<file path="src/rtl/usb_pkg.sv">
// rtl/usb_pkg.sv - shared encodings and constants for the full-speed USB transmitter
package usb_pkg;

    typedef enum logic [2:0] {
        PKT_NONE  = 3'd0,
        PKT_DATA0 = 3'd1,
        PKT_DATA1 = 3'd2,
        PKT_ACK   = 3'd3,
        PKT_NAK   = 3'd4,
        PKT_STALL = 3'd5
    } tx_packet_e;

    localparam logic [7:0] PID_ACK   = 8'hD2;
    localparam logic [7:0] PID_NAK   = 8'h5A;
    localparam logic [7:0] PID_STALL = 8'h1E;
    localparam logic [7:0] PID_DATA0 = 8'hC3;
    localparam logic [7:0] PID_DATA1 = 8'h4B;
    localparam logic [7:0] SYNC_BYTE = 8'h80;

    localparam logic [15:0] CRC16_POLY = 16'h8005;
    localparam logic [15:0] CRC16_INIT = 16'hFFFF;

    typedef enum logic [2:0] {
        ST_IDLE,
        ST_SYNC,
        ST_PID,
        ST_DATA,
        ST_CRC,
        ST_EOP_SE0,
        ST_EOP_J
    } tx_state_e;

    function automatic logic [7:0] pid_byte(input logic [2:0] code);
        case (code)
            PKT_DATA0: pid_byte = PID_DATA0;
            PKT_DATA1: pid_byte = PID_DATA1;
            PKT_ACK:   pid_byte = PID_ACK;
            PKT_NAK:   pid_byte = PID_NAK;
            PKT_STALL: pid_byte = PID_STALL;
            default:   pid_byte = 8'h00;
        endcase
    endfunction

endpackage

</file>
<file path="src/rtl/usb_tx_crc16.sv">
// rtl/usb_tx_crc16.sv - serial CRC16 (x^16+x^15+x^2+1) over payload bits, MSB-aligned register
module usb_tx_crc16
    import usb_pkg::*;
(
    input  logic        clk,
    input  logic        rst,
    input  logic        clear,
    input  logic        enable,
    input  logic        bit_in,
    output logic [15:0] crc
);

    always_ff @(posedge clk) begin
        if (rst || clear) begin
            crc <= CRC16_INIT;
        end else if (enable) begin
            crc <= {crc[14:0], 1'b0} ^ (((bit_in ^ crc[15]) == 1'b1) ? CRC16_POLY : 16'h0000);
        end
    end

endmodule

</file>
<file path="src/rtl/usb_tx.sv">
// rtl/usb_tx.sv - full-speed USB packet serializer: SYNC, PID, payload, CRC16, stuffing, NRZI, EOP
module usb_tx
    import usb_pkg::*;
#(
    parameter int CLKS_PER_BIT = 8,
    parameter int MAX_BYTES    = 64
) (
    input  logic       clk,
    input  logic       rst,
    input  logic [2:0] tx_packet,
    input  logic [6:0] buffer_occupancy,
    input  logic [7:0] tx_packet_data,
    output logic       get_tx_packet_data,
    output logic       tx_transfer_active,
    output logic       dplus_out,
    output logic       dminus_out
);

    localparam int CW = (CLKS_PER_BIT > 1) ? $clog2(CLKS_PER_BIT) : 1;
    localparam int BW = $clog2(MAX_BYTES + 1);
    localparam logic [CW-1:0] CNT_LAST = CW'(CLKS_PER_BIT - 1);
    localparam logic [BW-1:0] BYTE_MAX = BW'(MAX_BYTES);

    tx_state_e      state, state_next;
    logic [CW-1:0]  cnt;
    logic [3:0]     bit_idx;
    logic [2:0]     ones;
    logic [7:0]     pid_q, shreg, next_byte;
    logic [BW-1:0]  byte_cnt;
    logic [15:0]    crc;
    logic           stuffing, pending, is_data, fetched, nrzi;
    logic           bit_end, sending, raw_bit, need_stuff, advance, last_bit, line_level, req_valid;

    assign bit_end   = (cnt == CNT_LAST);
    assign sending   = state inside {ST_SYNC, ST_PID, ST_DATA, ST_CRC};
    assign req_valid = (tx_packet >= 3'd1) && (tx_packet <= 3'd5);

    // Raw (pre-NRZI) bit of the current bit period; a stuff period always carries 0
    always_comb begin
        raw_bit = 1'b1;
        case (state)
            ST_SYNC: raw_bit = SYNC_BYTE[bit_idx[2:0]];
            ST_PID:  raw_bit = pid_q[bit_idx[2:0]];
            ST_DATA: raw_bit = shreg[bit_idx[2:0]];
            ST_CRC:  raw_bit = ~crc[4'd15 - bit_idx];
            default: raw_bit = 1'b1;
        endcase
        if (stuffing) begin
            raw_bit = 1'b0;
        end
    end

    assign need_stuff = sending && !stuffing && raw_bit && (ones == 3'd5);
    assign advance    = bit_end && !need_stuff;
    assign last_bit   = (state == ST_CRC)     ? (bit_idx == 4'd15) :
                        (state == ST_EOP_SE0) ? (bit_idx == 4'd1)  :
                        (state == ST_EOP_J)   ? 1'b1 : (bit_idx == 4'd7);

    assign get_tx_packet_data = is_data && (state == ST_PID || state == ST_DATA) &&
                                (bit_idx == 4'd7) && (cnt == '0) && !stuffing &&
                                (buffer_occupancy != 7'd0) && (byte_cnt < BYTE_MAX);
    assign tx_transfer_active = (state != ST_IDLE);

    always_ff @(posedge clk) begin
        if (rst) begin
            state <= ST_IDLE;
        end else begin
            state <= state_next;
        end
    end

    always_comb begin
        state_next = state;
        line_level = raw_bit ? nrzi : ~nrzi;
        dplus_out  = 1'b1;
        dminus_out = 1'b0;
        case (state)
            ST_IDLE:    if (pending) state_next = ST_SYNC;
            ST_SYNC:    if (advance && last_bit) state_next = ST_PID;
            ST_PID:     if (advance && last_bit)
                            state_next = !is_data ? ST_EOP_SE0 : (fetched ? ST_DATA : ST_CRC);
            ST_DATA:    if (advance && last_bit) state_next = fetched ? ST_DATA : ST_CRC;
            ST_CRC:     if (advance && last_bit) state_next = ST_EOP_SE0;
            ST_EOP_SE0: if (advance && last_bit) state_next = ST_EOP_J;
            ST_EOP_J:   if (advance) state_next = ST_IDLE;
            default:    state_next = ST_IDLE;
        endcase
        if (sending) begin
            dplus_out  = line_level;
            dminus_out = ~line_level;
        end else if (state == ST_EOP_SE0) begin
            dplus_out  = 1'b0;
            dminus_out = 1'b0;
        end
    end

    always_ff @(posedge clk) begin
        if (rst) begin
            cnt       <= '0;
            bit_idx   <= '0;
            ones      <= '0;
            stuffing  <= 1'b0;
            pending   <= 1'b0;
            is_data   <= 1'b0;
            fetched   <= 1'b0;
            nrzi      <= 1'b1;
            pid_q     <= '0;
            shreg     <= '0;
            next_byte <= '0;
            byte_cnt  <= '0;
        end else if (state == ST_IDLE) begin
            cnt      <= '0;
            bit_idx  <= '0;
            ones     <= '0;
            stuffing <= 1'b0;
            fetched  <= 1'b0;
            nrzi     <= 1'b1;
            byte_cnt <= '0;
            // Latch the request one cycle ahead of SYNC so the first bit starts on a clean period
            if (pending) begin
                pending <= 1'b0;
            end else if (req_valid) begin
                pending <= 1'b1;
                pid_q   <= pid_byte(tx_packet);
                is_data <= (tx_packet == PKT_DATA0) || (tx_packet == PKT_DATA1);
            end
        end else begin
            cnt <= bit_end ? '0 : cnt + 1'b1;
            if (get_tx_packet_data) begin
                fetched   <= 1'b1;
                next_byte <= tx_packet_data;
                byte_cnt  <= byte_cnt + 1'b1;
            end
            if (bit_end) begin
                nrzi <= line_level;
                if (sending) begin
                    ones     <= raw_bit ? ones + 3'd1 : 3'd0;
                    stuffing <= need_stuff;
                end
            end
            if (advance) begin
                if (state_next != state || (state == ST_DATA && last_bit)) begin
                    bit_idx <= '0;
                end else begin
                    bit_idx <= bit_idx + 4'd1;
                end
                if (state_next == ST_DATA && last_bit) begin
                    shreg   <= next_byte;
                    fetched <= 1'b0;
                end
            end
        end
    end

    usb_tx_crc16 u_crc (
        .clk    (clk),
        .rst    (rst),
        .clear  (state == ST_IDLE),
        .enable (state == ST_DATA && bit_end && !stuffing),
        .bit_in (raw_bit),
        .crc    (crc)
    );

endmodule

</file>
<file path="config.mk">
export PLATFORM = sky130hd
export DESIGN_NAME = usb_tx
export DESIGN_NICKNAME = d
export VERILOG_FILES = /design/src/rtl/usb_pkg.sv /design/src/rtl/usb_tx_crc16.sv /design/src/rtl/usb_tx.sv
export SDC_FILE = /design/constraint.sdc
export NUM_CORES = 1
export LEC_CHECK = 0
export BUFFER_PORTS_ARGS = -buffer_cell sky130_fd_sc_hd__buf_2
export CAP_MARGIN = 10
export CORE_MARGIN = 2
export CORE_UTILIZATION = 43
export CTS_CLUSTER_DIAMETER = 200
export DETAILED_ROUTE_END_ITERATION = 8
export PLACE_DENSITY = 0.7
export SETUP_SLACK_MARGIN = 0.02
export SYNTH_ARGS = -nofsm -noshare
export SYNTH_HDL_FRONTEND = slang
export SYNTH_SLANG_ARGS = --single-unit
export TNS_END_PERCENT = 30
</file>
<file path="constraint.sdc">
create_clock -name clk -period 8.29 [get_ports clk]
set_input_delay 1.658 -clock clk [delete_from_list [all_inputs] [get_ports clk]]
set_output_delay 1.658 -clock clk [all_outputs]
set_load 0.02 [all_outputs]
</file>
==> results_dict.tcl, run 1 <==
set metrics [dict create \
    status "finished clean" \
    fin_setup_tns_ns 0 \
    routed_via_density 5.47 \
    diodes 0 \
    synth_area_mm2 0.00332 \
    critPathKind "input port to output port" \
    pin_count 24 \
    tightest_slew_ns 0.872 \
    drc 0 \
    cts-root-buf "clkbuf_8" \
    drt_iter0_markers 231 \
    grt_max_degree 32 \
    grtUsageTotal_pct 18.1 \
    cts_resized 0 \
    cts_sinks 65 \
    fin_crit_sh_pct 58.8 \
    clock.fmax_mhz 205 \
    syn_inst 405 \
    fin_ws_ns 3.41 \
    synth_nets 433 \
    cts_buffers 9 \
    crit_top_cell "buf_2" \
    io_buffers 23 \
    hold_buffers 0 \
    path_buf_inv 3 \
    p_leak_nw 1.36 \
    htree_levels 3 \
    endpoint_kind "output port" \
    drv_slew 0 \
    drt_wl_total_mm 7.12 \
    startpoint_type "input port" \
    power.density_mw_per_mm2 179 \
    cts_setup_buffers 0 \
    dp_hpwl_mm 4.86 \
    yosysTopAreaCellShare_pct 39.2 \
    initial_utilization_pct 43.6 \
    synth-async-reset-ratio_pct 0 \
    clk_latency_ns 0.36 \
    drt_first_pass_iters 4 \
    die_y_um 91.8 \
    critPathTopFamily "simple AND/OR/NAND/NOR gates" \
    synth_edf_count 0 \
    fin_worst_skew_ns 0.00866 \
    max_slew_margin_pct 41.8 \
    drive_gt1_share_pct 14.1 \
    hold_viol_final 0 \
    ant_nets 0 \
    ys_seq_area_share_pct 39.2 \
    dpl_worst_slack_ns 3.39 \
    cpPeakStageDelay_ns 0.41 \
    synthFlopType "dfxtp_1" \
    vdd_drop_max_v 0.0000723 \
    dpl_cell_area_mm2 0.00346 \
    crit_chain "buf_2 > nor4_1 > nand2_1 > nand4_1 > inv_1 > buf_2" \
    fin_nets 442 \
    setup_viol_count_final 0 \
    yosysWarnings 0 \
    period_needed_ns 4.88 \
    arrival_ns 3.22 \
    synth.avg_cell_area_um2 8.19 \
    synth.area.top_cells "dfxtp_1 (39%), nand2_1 (7.9%), nor2_1 (5.0%), a21oi_1 (4.4%), mux2i_1 (4.2%)" \
    die_area_mm2 0.00843 \
    synth_cell_types 57 \
    vias 2849 \
    hp-start "next_byte[1]$_SDFFE_PP0P_" \
    synthToLayoutAreaGrowth_pct 10.4 \
    cts_buffer_depth 2 \
    rsz0062_at_grt "false" \
    rows 32 \
    slowest_stage "nand4_1" \
    grt_pass1_wl_mm 12.2 \
    cts_tree "done" \
    grt_pass1_vias 2703 \
    path_max_fanout 13 \
    clk_pin_slew_ns 0.07 \
    yosysTopAreaCell "dfxtp_1" \
    ys_ff_latch 65 \
    fin_area_mm2 0.00366 \
    antenna_found_initial 0 \
    cp.required_ns 6.63 \
    place.gp.congestion 0.820 \
    max_cap_violations 0 \
    min_path_type "flip-flop to flip-flop" \
    wl_per_cell_um 13.7 \
    core_mm2 0.00761 \
    crit_path_start "buffer_occupancy[2]" \
    timing.rr.start "bit_idx[0]$_SDFFE_PP0N_" \
    grt-ovfl-total 0 \
    fp.dieW_um 91.8 \
]
## cell families after synthesis
| logic type | count (synthesis) | synth area share, % |
|---|---|---|
| compound gates | 82 | 16.9 |
| simple gates | 179 | 24.3 |
| mux | 21 | 8.41 |
| fa+ha+maj | 8 | 3.02 |
| buf+inv | 40 | 5.13 |
| flops | 65 | 39.2 |
| xor+xnor | 10 | 3.06 |
## power breakdown
group / internal, mW / total [mW] / switching (mW) / leakage [nW]
registers: 0.317 / 0.325 / 0.00772 / 0.526
clock network: 0.141 / 0.278 / 0.137 / 0.100
logic: 0.0219 / 0.0531 / 0.0311 / 0.729
total: 0.481 / 0.657 / 0.176 / 1.36
## per-stage QoR
step / cells / utilization, % / hold WS (ns) / power (mW)
6_report: 521 / 48.1 / 0.457 / 0.657
5_1_grt: 521 / 48.1 / 0.485 / 0.681
4_1_cts: 521 / 48.1 / 0.459 / 0.662
3_5_place_dp: 505 / 45.5 / 0.449 / 0.385
3_3_place_gp: 505 / 45.5 / 0.446 / 0.384
2_1_floorplan: 405 / - / 0.427 / 0.370
## cell type report
type                    count  area (um^2)
clock inverters             7         77.6
repair buffers             25          130
inverters                  13         48.8
well taps                 102          128
fillers                   728         3950
multi-input cells         300         1850
flip-flops and latches     65         1300
clock buffers               9          124
## final timing paths
kind	slack (ns)	end	depth (start not counted)
worst max-delay path	3.41	get_tx_packet_data	6
worst min-delay path	0.46	next_byte[1]$_SDFFE_PP0P_	2
worst max register to register	4.95	shreg[6]$_SDFFE_PP0P_	7
worst min register to register	0.46	next_byte[1]$_SDFFE_PP0P_	2
## metal layers
layer / vias to the layer above / wire length (um) / track usage (%)
met5: - / 0 / 0
met4: 0 / 189 / 9.45
met3: 17 / 280 / 3.45
met2: 56 / 3300 / 29.6
met1: 1347 / 3350 / 22.7
li1: 1429 / - / -
## tightest hold or removal path: stages, from the launching register on
cell and delay [ns]:
dfxtp_1 0.31, nand2_1 0.05, a21oi_1 0.05
## Yosys cell counts, drive strengths merged (4+ instances only)
master and count:
or2 5, mux2i 14, buf 6, and3 4, ha 8, nand3 22, nand2b 6, a21oi 30
nor3 11, o21ai 20, dfxtp 65, clkbuf 21, xnor2 8, nand2 70, mux4 5, nor2 44
inv 13
## placed cells by master, fill, tap and decap left out, types with 3 or more instances in the layout
cell,n
or2_2,4
dfxtp_1,65
a21oi_1,29
mux2i_1,14
and3_1,4
xnor2_1,8
mux4_2,5
or3_1,3
ha_1,8
nor3_1,11
nor2_1,44
clkbuf_8,9
o22ai_1,3
nand3_1,22
o21ai_0,20
buf_2,23
inv_1,13
nand2_1,70
nand2b_1,6
a22oi_1,3
a211oi_1,3
## registers in the layout, summed over array words and instances, names as in the netlist, named ones only
name,flops
ones,3
u_crc.crc,16
nrzi,1
pending,1
pid_q,7
is_data,1
cnt,3
stuffing,1
state,3
fetched,1
shreg,8
next_byte,8
byte_cnt,7
bit_idx,4
Note: power is estimated with default switching activity, not from simulation.
==> run 2, diff against run 1 <==
Clock period 8.29 ns to 4.6 ns, I/O delays scaled along.
==> results_dict.tcl, run 2 (synthesis results as in run 1) <==
set metrics [dict create \
    hold_buffers 0 \
    max_cap_violations 0 \
    die_y_um 91.8 \
    wl_per_cell_um 13.3 \
    pin_count 24 \
    finalNonFillerCells 519 \
    grt_max_degree 32 \
    grt_pass1_wl_mm 12.1 \
    initial_utilization_pct 43.6 \
    grtUsageTotal_pct 17.8 \
    endpoint_kind "output port" \
    grt-ovfl-total 0 \
    fin_nets 441 \
    antenna_found_initial 0 \
    startpoint_type "flip-flop" \
    drt_first_pass_iters 4 \
    drt_wl_total_mm 6.92 \
    power.density_mw_per_mm2 319 \
    cts_sinks 65 \
    fp.dieW_um 91.8 \
    rows 32 \
    diodes 0 \
    cts_setup_buffers 0 \
    fin_crit_sh_pct 86.9 \
    io_buffers 23 \
    cts_resized 0 \
    rsz0062_at_grt "false" \
    fin_worst_skew_ns 0.00765 \
    drv_slew 0 \
    setup_viol_count_final 0 \
    placedCellCount 504 \
    reg2regPathDepth 7 \
    cts_buffers 9 \
    clock.fmax_mhz 250 \
    die_area_mm2 0.00843 \
    top_regs "u_crc.crc (16), next_byte (8), shreg (8)" \
    cp.required_ns 3.68 \
    largest_register "u_crc.crc" \
    tightest_slew_ns 0.912 \
    largest_reg_flops 16 \
    p_leak_nw 1.34 \
    min_path_type "flip-flop to flip-flop" \
    vias 2795 \
    htree_levels 3 \
    hold_viol_final 0 \
    layout_commonest_cell "nand2_1" \
    cts_buffer_depth 2 \
    dp_hpwl_mm 4.83 \
    drive_gt1_share_pct 13.7 \
    critPathKind "flip-flop to output port" \
    vdd_drop_max_v 0.000114 \
    drt_iter0_markers 160 \
    fin_setup_tns_ns 0 \
    grt_pass1_vias 2544 \
    whs_path_depth 2 \
    cts_tree "done" \
    status "finished clean" \
    routed_via_density 5.39 \
    cts-root-buf "clkbuf_8" \
    drc 0 \
    period_needed_ns 4.00 \
    place.gp.congestion 0.855 \
    clk_pin_slew_ns 0.07 \
    arrival_ns 3.08 \
    core_mm2 0.00761 \
    ant_nets 0 \
    clk_latency_ns 0.35 \
    synthToLayoutAreaGrowth_pct 10.0 \
    path_max_fanout 17 \
    final_cell_mix "nand2_1 (70), dfxtp_1 (65), nor2_1 (43)" \
    max_slew_margin_pct 39.1 \
]
==> run 2: area by class of cell <==
type / count / area (um^2)
fill: 746 / 3960
multi-input combinational: 300 / 1850
clock inverter: 4 / 53.8
clock buffer: 11 / 141
tap: 102 / 128
sequential: 65 / 1300
timing repair buffer: 24 / 123
inverter: 13 / 48.8
==> run 2: final timing paths <==
| check | start | to | slack (ns) |
|---|---|---|---|
| hold reg to reg | next_byte[5]$_SDFFE_PP0P_ | next_byte[5]$_SDFFE_PP0P_ | 0.46 |
| setup / recovery | bit_idx[0]$_SDFFE_PP0N_ | dminus_out | 0.60 |
| hold / removal | next_byte[5]$_SDFFE_PP0P_ | next_byte[5]$_SDFFE_PP0P_ | 0.46 |
| setup reg to reg | bit_idx[0]$_SDFFE_PP0N_ | shreg[1]$_SDFFE_PP0P_ | 1.30 |
==> run 2: worst max-delay path, stage by stage (launching register included) <==
cell     delay, ns
dfxtp_1       0.76
mux4_2        0.57
or2_0         0.22
a32oi_2       0.28
o221a_2       0.36
xnor2_1       0.19
and2_1        0.18
buf_2         0.16
==> run 2: stage by stage <==
| step | power (mW) | util, % | setup WS [ns] | area [um^2] | hold slack [ns] |
|---|---|---|---|---|---|
| finish | 1.17 | 48.0 | 0.603 | 3650 | 0.458 |
| global route | 1.22 | 48.0 | 0.393 | 3650 | 0.488 |
| CTS | 1.18 | 48.0 | 0.556 | 3650 | 0.460 |
| detailed placement | 0.692 | 45.4 | 0.952 | 3450 | 0.450 |
| global placement | 0.691 | 45.4 | 0.984 | 3450 | 0.449 |
| floorplan | 0.666 | - | 1.45 | 3320 | 0.427 |
==> run 2: power by group <==
part | leakage (nW) | switching (mW) | internal, mW
Clock | 0.0916 | 0.222 | 0.263
Combinational | 0.724 | 0.0548 | 0.0389
Sequential | 0.526 | 0.0137 | 0.572
Total | 1.34 | 0.291 | 0.874
==> run 2: routing by layer <==
layer	share of wire (%)	track usage, %	up-vias
met3	4.5	3.53	10
met5	0	0	-
li1	-	-	1427
met4	2.1	8.21	0
met1	48	23.6	1296
met2	46	27.9	62
